<file path="config.mk">
export PLATFORM = sky130hd
export DESIGN_NAME = byte_lane_sequencer
export DESIGN_NICKNAME = d
export VERILOG_FILES = /design/src/rtl/byte_lane_sequencer_pkg.sv /design/src/rtl/byte_lane_sequencer_lane_mux.sv /design/src/rtl/byte_lane_sequencer.sv
export SDC_FILE = /design/constraint.sdc
export NUM_CORES = 1
export LEC_CHECK = 0
export ABC_AREA = 0
export CAP_MARGIN = 40
export CORE_UTILIZATION = 25
export CTS_BUF_LIST = sky130_fd_sc_hd__clkbuf_4
export DETAILED_ROUTE_END_ITERATION = 7
export GPL_TIMING_DRIVEN = 0
export SLEW_MARGIN = 20
export SYNTH_ARGS = -nofsm -noshare
export SYNTH_HDL_FRONTEND = slang
export SYNTH_SLANG_ARGS = --single-unit
</file>
<file path="constraint.sdc">
create_clock -name clk -period 2.3 [get_ports clk]
set_input_delay 0.345 -clock clk [delete_from_list [all_inputs] [get_ports clk]]
set_output_delay 0.345 -clock clk [all_outputs]
set_load 0.005 [all_outputs]
</file>
<file path="src/rtl/byte_lane_sequencer_pkg.sv">
// Shared PHY transmit constants: width codes, sequencer state encoding,
// lane counts and the width-select decode used at word acceptance.
package byte_lane_sequencer_pkg;

  // PCLK width-select codes
  localparam logic [1:0] W32  = 2'b00;
  localparam logic [1:0] W16  = 2'b01;
  localparam logic [1:0] W8   = 2'b10;
  localparam logic [1:0] WINV = 2'b11;

  // Active lane counts; zero marks an invalid width selection
  localparam logic [2:0] LANES_4 = 3'd4;
  localparam logic [2:0] LANES_2 = 3'd2;
  localparam logic [2:0] LANES_1 = 3'd1;
  localparam logic [2:0] LANES_0 = 3'd0;

  typedef enum logic [1:0] {
    IDLE = 2'd0,
    SEND = 2'd1,
    DROP = 2'd2
  } state_t;

  // MODO overrides PCLK and forces the full 32-bit word onto the lanes
  function automatic logic [2:0] decode_lanes(input logic [1:0] pclk, input logic modo);
    logic [2:0] n;
    n = LANES_0;
    if (modo) begin
      n = LANES_4;
    end else begin
      case (pclk)
        W32:     n = LANES_4;
        W16:     n = LANES_2;
        W8:      n = LANES_1;
        WINV:    n = LANES_0;
        default: n = LANES_0;
      endcase
    end
    return n;
  endfunction

endpackage

</file>
<file path="src/rtl/byte_lane_sequencer_lane_mux.sv">
// Combinational byte picker: maps the lane counter onto a byte position of the
// latched word, walking down from the highest active lane when MSB_FIRST=1.
module byte_lane_sequencer_lane_mux
  import byte_lane_sequencer_pkg::*;
#(
  parameter int IN_W      = 32,
  parameter bit MSB_FIRST = 1'b1
) (
  input  logic [IN_W-1:0] word,
  input  logic [2:0]      lanes,
  input  logic [1:0]      idx,
  output logic [7:0]      lane_byte
);

  logic [2:0] pos;

  // Translate the transmit-order index into a byte position and select it
  always_comb begin
    pos       = 3'd0;
    lane_byte = 8'h00;
    if (MSB_FIRST) begin
      pos = lanes - 3'd1 - {1'b0, idx};
    end else begin
      pos = {1'b0, idx};
    end
    case (pos)
      3'd0:    lane_byte = word[7:0];
      3'd1:    lane_byte = word[15:8];
      3'd2:    lane_byte = word[23:16];
      3'd3:    lane_byte = word[31:24];
      default: lane_byte = 8'h00;
    endcase
  end

endmodule

</file>
<file path="src/rtl/byte_lane_sequencer.sv">
// Transmit-side 32-to-8 sequencer: accepts a parallel word, latches its lane
// count from PCLK/MODO and streams the active bytes one per out handshake.
//
// Handshakes: a word moves when in_valid && in_ready at a rising clk edge; a
// byte moves when out_valid && out_ready at a rising clk edge. out_valid and
// out_8 never change while out_valid=1 and out_ready=0. in_ready is high in
// IDLE and on the last byte of a word when out_ready=1, so words can follow
// each other with no bubble.
module byte_lane_sequencer
  import byte_lane_sequencer_pkg::*;
#(
  parameter int         IN_W      = 32,
  parameter logic [7:0] IDLE_BYTE = 8'h00,
  parameter bit         MSB_FIRST = 1'b1
) (
  input  logic            clk,
  input  logic            reset_L,
  input  logic [1:0]      PCLK,
  input  logic            MODO,
  input  logic [IN_W-1:0] in,
  input  logic            in_valid,
  output logic            in_ready,
  output logic [7:0]      out_8,
  output logic            out_valid,
  input  logic            out_ready,
  output logic            busy,
  output logic            err_mode
);

  state_t          state;
  state_t          state_next;
  logic [IN_W-1:0] word_q;
  logic [2:0]      lanes_q;
  logic [1:0]      idx_q;
  logic            last_lane;
  logic            accept;
  logic [2:0]      acc_lanes;
  logic            acc_valid;
  logic [7:0]      lane_byte;

  // Mode decode and handshake qualifiers for the word on the input side
  always_comb begin
    acc_lanes = decode_lanes(PCLK, MODO);
    acc_valid = (acc_lanes != LANES_0);
    last_lane = ({1'b0, idx_q} == (lanes_q - 3'd1));
    accept    = in_valid && in_ready;
  end

  // State register
  always_ff @(posedge clk) begin
    if (!reset_L) begin
      state <= IDLE;
    end else begin
      state <= state_next;
    end
  end

  // Word, lane count and lane counter; all frozen while the byte is stalled
  always_ff @(posedge clk) begin
    if (!reset_L) begin
      word_q  <= '0;
      lanes_q <= LANES_0;
      idx_q   <= 2'd0;
    end else if (accept && acc_valid) begin
      word_q  <= in;
      lanes_q <= acc_lanes;
      idx_q   <= 2'd0;
    end else if ((state == SEND) && out_ready && !last_lane) begin
      idx_q <= idx_q + 2'd1;
    end
  end

  // Next-state decode
  always_comb begin
    state_next = state;
    case (state)
      IDLE: begin
        if (accept) state_next = acc_valid ? SEND : DROP;
      end
      SEND: begin
        if (out_ready && last_lane) begin
          if (accept) state_next = acc_valid ? SEND : DROP;
          else        state_next = IDLE;
        end
      end
      DROP:    state_next = IDLE;
      default: state_next = IDLE;
    endcase
  end

  byte_lane_sequencer_lane_mux #(
    .IN_W      (IN_W),
    .MSB_FIRST (MSB_FIRST)
  ) u_lane_mux (
    .word      (word_q),
    .lanes     (lanes_q),
    .idx       (idx_q),
    .lane_byte (lane_byte)
  );

  // Outputs decoded from the registered state and lane selection
  always_comb begin
    out_valid = (state == SEND);
    out_8     = (state == SEND) ? lane_byte : IDLE_BYTE;
    err_mode  = (state == DROP);
    busy      = (state != IDLE);
    in_ready  = (state == IDLE) || ((state == SEND) && last_lane && out_ready);
  end

endmodule

</file>
# Word-level counts from Yosys, hierarchy flattened
# Cells that the tools add are included.
[totals] ff_bits=39 input_bits=39 out_inout_bits=12 elab_cells=44
[op_classes] add_sub_neg=3 n_eq_ne=11 n_mux=9 n_bitwise=1 n_reduce_logical=16
[op_table] cell="$pmux 8 s4" count=1
[op_table] cell="$pmux 3 s4" count=1
[op_table] cell="$mux 2" count=4
[op_table] cell="$mux 8" count=1
[op_table] cell="$logic_and 1x1->1" count=7
[op_table] cell="$eq 2x2->1 const B" count=3
[op_table] cell="$eq 3x2->1 const B" count=2
[op_table] cell="$eq 2x1->1 const B" count=2
[op_table] cell="$logic_not 2->1" count=2
[op_table] cell="$pmux 2 s2" count=1
[op_table] cell="$eq 2x3->1" count=1
[op_table] cell="$eq 3x1->1 const B" count=1
[op_table] cell="$logic_not 3->1" count=1
[op_table] cell="$mux 3" count=1
[op_table] cell="$reduce_bool 3->1" count=1
[op_table] cell="$sub 3x1->3 const B" count=1
[op_table] cell="$sub 3x2->3" count=1
[op_table] cell="$add 2x1->2 const B" count=1
[op_table] cell="$ne 2x1->1 const B" count=1
[op_table] cell="$ne 2x2->1 const B" count=1
[op_table] cell="$reduce_and 2->1" count=1
[op_table] cell="$reduce_bool 2->1" count=1
[op_table] cell="$reduce_or 2->1" count=1
[op_table] cell="$logic_not 1->1" count=1
[op_table] cell="other kinds (2)" count=2

# Depth between registers and ports, before layout
[logic_depth] word_depth=9 depth_mapped=10 depth_no_buf=8

# Cells and area by module
# Synthesis repeated with hierarchy kept, for this count alone.
[hier_totals] cells_unflattened=218 hier_area_um2=2053.2
[by_module_without_submodules] module="byte_lane_sequencer" n_inst=1 cells_each=194 area_each_um2=1755.4 seq_area_each_um2=780.7
[by_module_without_submodules] module="byte_lane_sequencer_lane_mux" n_inst=1 cells_each=24 area_each_um2=297.8 seq_area_each_um2=0.0

# Worst setup path after synthesis
# OpenSTA, ideal clock, no wires.
[synth_timing] path_kind="register -> output" from="reg lanes_q[0]" to="out out_8[0]" arrival_ps=2228 t_required_ps=1955 setup_slack_ps=-273 path_stages_with_launch=7 cell_sequence="dfxtp_1 -> inv_1 -> ha_1 -> fa_1 -> clkbuf_1 -> mux4_2 -> and3_1"
[synth_via] elab_chain_len=5 word_cells_on_any_way=8 classes_between="add/sub: 2; eq/ne: 3; mux: 2; reduce/logical: 1"
[synth_lines] item="start: declaration" line_no="byte_lane_sequencer.sv:33" text="logic [2:0] lanes_q;"
[synth_lines] item="start signal: assignment" line_no="byte_lane_sequencer.sv:66" text="lanes_q <= acc_lanes;"
[synth_lines] item="$sub 3x1->3 (*)" line_no="byte_lane_sequencer_lane_mux.sv:22" text="pos = lanes - 3'd1 - {1'b0, idx};"
[synth_lines] item="$sub 3x2->3 (*)" line_no="byte_lane_sequencer_lane_mux.sv:22"
[synth_lines] item="$eq 3x2->1, or another cell as far along" line_no="byte_lane_sequencer_lane_mux.sv:26" text="case (pos)"
[synth_lines] item="$pmux 8 s4 (*)" line_no="byte_lane_sequencer_lane_mux.sv:26"
[synth_lines] item="$mux 8 (*)" line_no="byte_lane_sequencer.sv:104" text="out_8 = (state == SEND) ? lane_byte : IDLE_BYTE;"
[synth_lines] item="end: declaration" line_no="byte_lane_sequencer.sv:23" text="output logic [7:0] out_8,"
# Mark *: on every way between the ends. The rest lies on a longest branch, timed or not.

# Worst setup path in the final report
[layout_timing] from="reg lanes_q[1]" to="out out_8[2]"
# The elaborated chain is that of the path after synthesis.

==> impl_metrics.csv <==
group,metric,value,unit
run_status,status,"complete, but fails checks",
run_status,violations,"negative setup slack",
power_and_ir_drop,p_seq_frac,0.493,
cts,clk_pin_slew,0.11,ns
placement,dp.cells,361,
sta,finalWorstSetupSlack,-0.502,ns
global_route,grt-ovfl-total,0,
power_and_ir_drop,power_frac_comb,0.290,
yosys,async_flop_share,0,
routing,postRouteAntennaNets,0,
cts,clockBufferDepth,2,
power_and_ir_drop,p_clk_frac,0.218,
sta,setup_tns,-3.32,ns
run,maxCapViolCount,0,
yosys,synth_flop_cell,"dfxtp_1",
routing,drt_wl_total,5.36,mm
yosys,ys_seq_area_frac,0.389,
yosys,synth_top_area_frac,0.389,
setup_path,path_cells,"inv_2 > ha_4 > fa_1 > clkbuf_8 > buf_6 > mux4_2 > and3_4 > buf_6",
placement,gp_congestion,0.752,
power_and_ir_drop,vdd_drop_max,0.183,mV
setup_path,critPathTopFamily,"adder cells",
yosys,synth_area,2010,um^2
cts,cts_buffers,5,
power_and_ir_drop,power_density,513,nW/um^2
power_and_ir_drop,p_int,1.11,mW
yosys,synth_edf_count,0,
setup_path,crit_buf_inv,4,
placement,hpwl,3.78,mm
sta,period_share,1.22,
routing,viasPerCell,4.42,
routing,post_drt_wl_per_cell,13.9,um
placement,port_buffers,49,
sta,rsz0062_at_grt,"yes",
sta,fmaxAchievable,0.357,GHz
yosys,yosysTopAreaCell,"dfxtp_1",
routing,drtIter0Drc,48,
cts,clock_latency,0.34,ns
setup_path,critPathMaxStageDelay,0.48,ns
power_and_ir_drop,swShare,0.275,
yosys,ys_ff_latch,39,
cts,cts_root_buf,"clkbuf_4",
setup_path,worst_setup_path_start_kind,"register",
cells_and_area,syn_to_final_growth,48.3,%
setup_path,cp_data_arrival_time,2.46,ns
sta,worst_pin_slew,0.521,ns
yosys,synth_most_common_cell,"nand2_1",
floorplanning,dieArea,8400,um^2
setup_path,cp_max_fo,4,
yosys,synth_cells,210,
sta,slew_violations,0,
sta,setup_viol,8,
global_route,antenna_found_initial,0,
global_route,grt_max_degree,11,
cells_and_area,drive_gt1_frac,0.246,
yosys,yosysUniqueCellTypes,29,
floorplanning,core,7770,um^2
sta,whs,0.463,ns
yosys,synthesis.nets,253,
yosys,synthTopCellsByCount,"nand2_1, dfxtp_1, mux2i_1",
power_and_ir_drop,p_leak,1.19,nW
sta,hold_viol,0,
setup_path,path_class,"register to output port",
cells_and_area,nNetsFinal,328,
sta,skew,0.00669,ns
cts,htree_num_levels,2,
setup_path,cp-end-kind,"output port",
global_route,grt_pass1_vias,1682,
yosys,yosys_warnings,0,
routing,num_vias,1705,
cts,ctsHoldBuffers,0,
floorplanning,die_w,91.6,um
global_route,grt_pass1_wl,8.42,mm
cts,cts_num_sinks,39,
sta,finalCriticalPeriod,2.80,ns
routing,drc,0,
cts,cts_tree,"yes",
routing,drtPass1Iterations,4,
cells_and_area,stdcell_count,386,
global_route,track_usage,0.131,
setup_path,cp_slowest_cell,"fa_1",
power_and_ir_drop,switching_power,0.421,mW
floorplanning,rows,32,
yosys,avgSynthCellArea,9.56,um^2
floorplanning,die_h,91.6,um
sta,maxSlewHeadroom,0.653,
setup_path,crit_path_frequent_cell,"buf_6",
cells_and_area,antenna_cells,0,
yosys,synth.area.top_cells,"dfxtp_1, mux2i_1, nand2_1",
setup_path,worstPathRequired,1.96,ns
floorplanning,start_util,0.259,
hold_path,hold_path.class,"register to register",
power_and_ir_drop,fin_total_pwr,1.53,mW
floorplanning,num_io_pins,51,
-- per-stage QoR --
step	setup WS [ns]	area (um^2)	util
after floorplan	0.0311	2030	-
after global routing	-0.599	2980	0.384
final	-0.502	2980	0.384
after CTS	-0.527	2840	0.365
after detailed placement	-0.498	2650	0.341
after global placement	-0.491	2650	0.341
-- what timing repair did --
action,CTS,global route
endpoints found under the setup margin,10,36
resized for setup,61,5
buffers inserted,8,7
gates cloned,0,4
pin swaps,2,1
-- worst reg2reg max path: cells and delay by family (launching register included) --
| family | cells | cell delay [ns] |
|---|---|---|
| flops | 1 | 0.35 |
| buf+inv | 5 | 0.65 |
| mux | 1 | 0.17 |
| compound gates | 1 | 0.23 |
| fa+ha+maj | 2 | 0.54 |
| simple gates | 2 | 0.21 |
-- state kept, by name, indices dropped and copies added, names as in the netlist --
name and cells:
state 2, lanes_q 3, word_q 32, idx_q 2
-- cell type report --
class                      count  area, um^2
tap                          102         128
fill                         801        4790
clock buffer                   6        45.0
buffer                        15         131
sequential                    39         783
multi-input combinational    149        1160
timing repair buffer          68         703
inverter                       7        26.3
-- per-layer routing --
metal | GRT usage | up-vias | wire, um
met5 | 0 | - | 0
met1 | 0.168 | 794 | 2470
met2 | 0.221 | 40 | 2600
li1 | - | 862 | -
met4 | 0.0450 | 0 | 95
met3 | 0.0240 | 9 | 195
-- cell usage in the layout, fill, tap and decap left out, drive strengths merged, types with 3 or more instances in the layout --
cell            n
nor3            3
clkbuf         18
o21a            3
and3            9
mux2i          32
mux4            8
nor2            5
buf            31
nand2          67
dfxtp          39
inv             7
ha              3
clkdlybuf4s50  40
-- worst paths after layout --
path	end	from	cells past startpoint	slack, ns
setup / recovery	out_8[2]	lanes_q[1]$_SDFFE_PN0P_	8	-0.50
hold reg to reg	word_q[6]$_SDFFE_PN0P_	word_q[6]$_SDFFE_PN0P_	2	0.46
hold / removal	word_q[6]$_SDFFE_PN0P_	word_q[6]$_SDFFE_PN0P_	2	0.46
setup reg to reg	word_q[1]$_SDFFE_PN0P_	lanes_q[0]$_SDFFE_PN0P_	11	0.10
-- power groups by stage --
| stage | clock network [mW] | registers, mW | logic (mW) |
|---|---|---|---|
| 2_1_floorplan | 0 | 0.755 | 0.232 |
| 3_3_place_gp | 0 | 0.766 | 0.358 |
| 3_5_place_dp | 0 | 0.767 | 0.360 |
| 4_1_cts | 0.347 | 0.753 | 0.402 |
| 5_1_grt | 0.379 | 0.758 | 0.479 |
| 6_report | 0.333 | 0.753 | 0.443 |
-- kinds of logic after synthesis --
family,count (synthesis),synth area share
muxes,40,0.249
and+or+nand+nor,91,0.196
DFF,39,0.389
adders and majority gates,4,0.0287
xor gates and xnor gates,4,0.0212
buffers and inverters,22,0.0729
AOI/OAI and AO/OA,10,0.0430
Note: power is estimated with default switching activity, not from simulation.
